File: src/rtl/hartslag_meter_if.sv
// rtl/hartslag_meter_if.sv - heart-rate result bus between the meter and stress detection
interface hartslag_meter_if;
    logic [7:0] hartData;
    logic       hartValid;
    logic       beatTick;
    logic       hartErr;

    modport master (output hartData, output hartValid, output beatTick, output hartErr);
    modport slave  (input  hartData, input  hartValid, input  beatTick, input  hartErr);
endinterface

File: src/rtl/hartslag_meter.sv
// rtl/hartslag_meter.sv - heartbeat period meter, 60000/interval_ms bpm via restoring divider
module hartslag_meter #(
    parameter int CLK_DIV         = 50000,
    parameter int MIN_INTERVAL_MS = 250,
    parameter int TIMEOUT_MS      = 3000
) (
    input  logic             clk,
    input  logic             extReset,
    input  logic             hartslagIngang,
    hartslag_meter_if.master hartBus
);
    localparam int PRE_W = (CLK_DIV > 1) ? $clog2(CLK_DIV) : 1;

    typedef enum logic [1:0] {IDLE, MEAS, DIV} stateType;

    stateType    state;
    logic        syncA, syncB, syncPrev;
    logic [PRE_W-1:0] preCnt;
    logic [11:0] msCnt;
    logic [11:0] interval;
    logic [11:0] divRem;
    logic [15:0] divQuo;
    logic [4:0]  divCnt;
    logic [7:0]  dataReg;
    logic        validReg, beatReg, errReg;

    logic        rise, msTick, edgeOk, timedOut, accept, divGe;
    logic [12:0] elapsed, divTrial, divDiff;

    assign rise     = syncB & ~syncPrev;
    assign msTick   = (preCnt == PRE_W'(CLK_DIV - 1));
    // Count the tick landing on this very edge, so an edge N*CLK_DIV cycles
    // after the reference measures exactly N ms.
    assign elapsed  = {1'b0, msCnt} + {12'd0, msTick};
    assign edgeOk   = rise && (elapsed >= 13'(MIN_INTERVAL_MS));
    assign timedOut = (msCnt >= 12'(TIMEOUT_MS));
    assign accept   = ((state == IDLE) && rise) || ((state == MEAS) && edgeOk);

    // Partial remainder is always below 2*interval, so bit 12 of the
    // difference is exactly the borrow of the trial subtraction.
    assign divTrial = {divRem, divQuo[15]};
    assign divDiff  = divTrial - {1'b0, interval};
    assign divGe    = ~divDiff[12];

    always_ff @(posedge clk) begin
        if (extReset) begin
            state    <= IDLE;
            syncA    <= 1'b0;
            syncB    <= 1'b0;
            syncPrev <= 1'b0;
            preCnt   <= '0;
            msCnt    <= '0;
            interval <= '0;
            divRem   <= '0;
            divQuo   <= '0;
            divCnt   <= '0;
            dataReg  <= '0;
            validReg <= 1'b0;
            beatReg  <= 1'b0;
            errReg   <= 1'b0;
        end else begin
            syncA    <= hartslagIngang;
            syncB    <= syncA;
            syncPrev <= syncB;
            beatReg  <= 1'b0;
            validReg <= 1'b0;

            if (accept || msTick) begin
                preCnt <= '0;
            end else begin
                preCnt <= preCnt + 1'b1;
            end

            if (accept) begin
                msCnt <= '0;
            end else if (msTick && (state != IDLE)) begin
                msCnt <= msCnt + 1'b1;
            end

            case (state)
                IDLE: begin
                    if (rise) begin
                        beatReg <= 1'b1;
                        state   <= MEAS;
                    end
                end
                MEAS: begin
                    if (edgeOk) begin
                        beatReg  <= 1'b1;
                        interval <= elapsed[12] ? 12'hFFF : elapsed[11:0];
                        divRem   <= '0;
                        divQuo   <= 16'd60000;
                        divCnt   <= '0;
                        state    <= DIV;
                    end else if (timedOut) begin
                        errReg  <= 1'b1;
                        dataReg <= '0;
                        state   <= IDLE;
                    end
                end
                DIV: begin
                    if (divCnt == 5'd16) begin
                        dataReg  <= (divQuo > 16'd255) ? 8'hFF : divQuo[7:0];
                        validReg <= 1'b1;
                        errReg   <= 1'b0;
                        state    <= MEAS;
                    end else begin
                        divRem <= divGe ? divDiff[11:0] : divTrial[11:0];
                        divQuo <= {divQuo[14:0], divGe};
                        divCnt <= divCnt + 1'b1;
                    end
                end
                default: state <= IDLE;
            endcase
        end
    end

    assign hartBus.hartData  = dataReg;
    assign hartBus.hartValid = validReg;
    assign hartBus.beatTick  = beatReg;
    assign hartBus.hartErr   = errReg;
endmodule

File: src/flat_wrapper.sv
// flat-port wrapper written by rule: the top's interface ports become plain ports
module hartslag_meter_flat 
#(
    parameter int CLK_DIV         = 50000,
    parameter int MIN_INTERVAL_MS = 250,
    parameter int TIMEOUT_MS      = 3000
)
  (clk, extReset, hartslagIngang, hartBus_hartData, hartBus_hartValid, hartBus_beatTick, hartBus_hartErr);
  hartslag_meter_if hartBus_i ();
  input  logic clk;
  input  logic extReset;
  input  logic hartslagIngang;
  output wire logic [$bits(hartBus_i.hartData)-1:0] hartBus_hartData;
  output wire logic [$bits(hartBus_i.hartValid)-1:0] hartBus_hartValid;
  output wire logic [$bits(hartBus_i.beatTick)-1:0] hartBus_beatTick;
  output wire logic [$bits(hartBus_i.hartErr)-1:0] hartBus_hartErr;
  assign hartBus_hartData = hartBus_i.hartData;
  assign hartBus_hartValid = hartBus_i.hartValid;
  assign hartBus_beatTick = hartBus_i.beatTick;
  assign hartBus_hartErr = hartBus_i.hartErr;
  hartslag_meter #(.CLK_DIV(CLK_DIV), .MIN_INTERVAL_MS(MIN_INTERVAL_MS), .TIMEOUT_MS(TIMEOUT_MS)) u_core (.clk(clk), .extReset(extReset), .hartslagIngang(hartslagIngang), .hartBus(hartBus_i));
endmodule
File: config.mk
export PLATFORM = sky130hd
export DESIGN_NAME = hartslag_meter_flat
export DESIGN_NICKNAME = d
export VERILOG_FILES = /design/src/rtl/hartslag_meter_if.sv /design/src/rtl/hartslag_meter.sv /design/src/flat_wrapper.sv
export SDC_FILE = /design/constraint.sdc
export NUM_CORES = 1
export LEC_CHECK = 0
export CAP_MARGIN = 5
export CORE_MARGIN = 2
export CORE_UTILIZATION = 55
export DETAILED_ROUTE_END_ITERATION = 10
export DONT_BUFFER_PORTS = 1
export GPL_ROUTABILITY_DRIVEN = 0
export PLACE_DENSITY = 0.74
export SLEW_MARGIN = 40
export SYNTH_ARGS = -nofsm -noshare
export SYNTH_HDL_FRONTEND = slang
export SYNTH_SLANG_ARGS = --single-unit
File: constraint.sdc
create_clock -name clk -period 3.5 [get_ports clk]
set_clock_uncertainty 0.05 [all_clocks]
set_input_delay 0.35 -clock clk [delete_from_list [all_inputs] [get_ports clk]]
set_output_delay 0.35 -clock clk [all_outputs]
set_load 0.01 [all_outputs]
==> reports/results.txt <==
Synth Area per Inst = 8.461 um2
ranking of synthesized cells by area = dfxtp_1, ha_1, nor2_1
Fill cells = 801
CP Class = reg -> reg
post-synth top area share = 0.3649
Clock Latency Late Sink = 0.36 ns
full die area = 0.009646 mm2
fraction of layout instances using a drive strength above 1 = 0.07679
design area = 0.005170 mm2
Detail Route Antenna Nets = 0
worst min path class = in -> reg
WL/cell = 14.68 um
Max VDD drop = 0.0002457 V
Max Freq = 0.3096 GHz
grt total ovfl = 0
cell accounting for the most synthesized area = dfxtp_1
status = complete, no violations
Setup Buffers After CTS = 0
via/cell ratio = 5.883
ys flop type = dfxtp_1
most used cell, CP = ha_1
CP max FO = 22
clock slew at reported path FFs = 0.10 ns
Die Span X = 98.22 um
Syn Std Cell Area = 0.004882 mm2
DRC = 0
# diodes = 0
pre-CTS setup slack = 0.1379 ns
deepest clock path buffer count = 2
Combinational Power Share = 0.091
Top-Level Pins = 14
Req. time, crit path = 3.73 ns
FP Rows = 34
Slew Viols, Final = 0
Max Cap Viol = 0
Yosys cell types = 67
Slew Limit Headroom = 0.5707
net switching power = 542.2 uW
worst slew pin tran = 0.6380 ns
dpl cell area = 0.004931 mm2
fin nets = 595
port buffer count = 0
Critical Path Start Type = flip-flop
post-detail-place hpwl = 7.024 mm
Worst Path Arrival = 3.46 ns
cell-internal power = 1370 uW
worst path cell trace = ha_1 -> and3_1 -> nand4_1 -> inv_1 -> ha_1 -> ha_1 -> buf_4 -> xor2_1 -> o211a_1 -> nand3_2 -> a311oi_4 -> buf_6 -> nand2_2 -> o2bb2ai_1
setup TNS = 0 ns
period utilisation layout = 0.9229
initial antenna violation count = 0
initial core utilization = 0.5626
Core Area = 0.008678 mm2
sw frac = 0.2835
maximum number of pins on one net before global-route repair = 38
vias in the first global route = 3743
Sequential Power Share = 0.551
storage element area = 0.001782 mm2
clk root buf = clkbuf_8
Ys Warns = 0
CTS Buf Count = 9
Iter 0 DRT Violations = 162
total number of vias = 4006
Largest stage delay, worst path = 0.36 ns
worst setup margin = 0.2699 ns
leakage = 0.001955 uW
H-Tree Depth = 3
Final Critical Period = 3.230 ns
ys async rst share = 0
setup violators final = 0
Area Overhead vs Synth = 5.894%
Worst path slowest cell = dfxtp_1
GRT Overall Usage = 0.2121
Worst Setup End Kind = flip-flop
syn_nets = 604
Post-synth top cells = dfxtp_1, nor2_1, nand2_1, inv_1, a21oi_1
Vert. Die Dim = 98.22 um
pwr/cell area = 369.9 mW/mm2
CP bufs+invs = 3
global-route wire length before repair = 17.15 mm
Synth Register Bits = 89
multi-input combinational cell area = 0.002820 mm2
Fin. Hold Viols = 0
DR pass1 iterations = 5
Clock power frac = 0.357
Syn Inst Count = 577
Top Family by Delay on Critical Path = simple AND/OR/NAND/NOR gates
TritonCTS clock tree = done
clk sinks = 89
count leader, synth = dfxtp_1
Post-synth EDFFs = 0
WL final = 9.997 mm
sequential fraction of the synthesis area = 0.3649
## placed cells by master, fill, tap and decap left out, types with 3 or more instances in the layout
master     instances
a22oi_1            9
or2_2              4
o21a_1             5
a31oi_1            5
inv_1             35
buf_4              8
dfxtp_1           89
o211ai_1           4
nand2b_1           4
nor2_1            66
nor4_1             6
mux2i_1           15
and2_1             4
nand2_1           41
or4_1              3
nand4_1           10
and3_1             8
nand3_1           22
a221oi_1           5
ha_1              23
or3_1             10
o2bb2ai_1         10
o311a_1            8
clkbuf_8           9
nand4b_1           4
nor2b_1            7
a21oi_1           34
nor3_1             6
xor2_1            14
o21ai_0           29
xnor2_1           24
## final timing paths
| path | from | endpoint | slack (ns) | cells past startpoint |
|---|---|---|---|---|
| min reg2reg | u_core.preCnt[0] | u_core.preCnt[0] | 0.40 | 1 |
| max reg2reg | u_core.preCnt[0] | u_core.divRem[5] | 0.27 | 14 |
| min | hartslagIngang | u_core.syncA | 0.07 | 1 |
| max | u_core.preCnt[0] | u_core.divRem[5] | 0.27 | 14 |
## cells by family after synthesis
| logic type | synth area share |
|---|---|
| muxes | 0.03075 |
| buffers and inverters | 0.05920 |
| adders and majority gates | 0.06305 |
| DFF | 0.3649 |
| and+or+nand+nor | 0.2186 |
| xor gates and xnor gates | 0.06817 |
| AOI/OAI and AO/OA | 0.1953 |
## sequential cells by signal, indices dropped and copies added, names as in the netlist, 2 cells and up
register and cells:
u_core.state 2, u_core.divRem 12, u_core.divCnt 5, u_core.interval 12, u_core.msCnt 12, u_core.hartBus.hartData 8
u_core.divQuo 16, u_core.preCnt 16
## power by group through the flow
stage	Clock (uW)	Combinational (uW)	Sequential (uW)
floorplan	0	131	1070
finish	683	175	1050
CTS	704	172	1050
detailed placement	0	162	1080
global route	742	197	1060
global placement	0	158	1080
## metal layers
metal | track usage | vias to the layer above | routed length, um
met4 | 0.04636 | 0 | 72
met5 | 0 | - | 0
met2 | 0.3662 | 50 | 4826
li1 | - | 2037 | -
met3 | 0.04868 | 8 | 303
met1 | 0.2721 | 1911 | 4795
## metrics by stage
| step | instances | hold WS, ns | util | total power [uW] |
|---|---|---|---|---|
| finish | 681 | 0.07400 | 0.5957 | 1912 |
| CTS | 681 | 0.06278 | 0.5943 | 1931 |
| detailed placement | 663 | 0.3702 | 0.5682 | 1239 |
| global route | 681 | 0.05327 | 0.5957 | 1997 |
| floorplan | 577 | 0.3630 | - | 1204 |
| global placement | 663 | 0.3691 | 0.5682 | 1234 |
## area by class of cell
| cell class | count | area share |
|---|---|---|
| multi-input cells | 421 | 0.5455 |
| flip-flops and latches | 89 | 0.3446 |
| inverters | 36 | 0.02614 |
| well taps | 108 | 0.02614 |
| clock buffers | 9 | 0.02396 |
| repair buffers | 11 | 0.01960 |
| clock inverters | 7 | 0.01404 |
## timing repair
| item | in CTS | in global routing |
|---|---|---|
| resized for setup | 0 | 3 |
| hold buffers | 2 | 0 |
| endpoints found under the hold margin | 37 | 0 |
| setup endpoints to repair | 0 | 23 |
No activity file was read; power rests on OpenSTA's default activity.
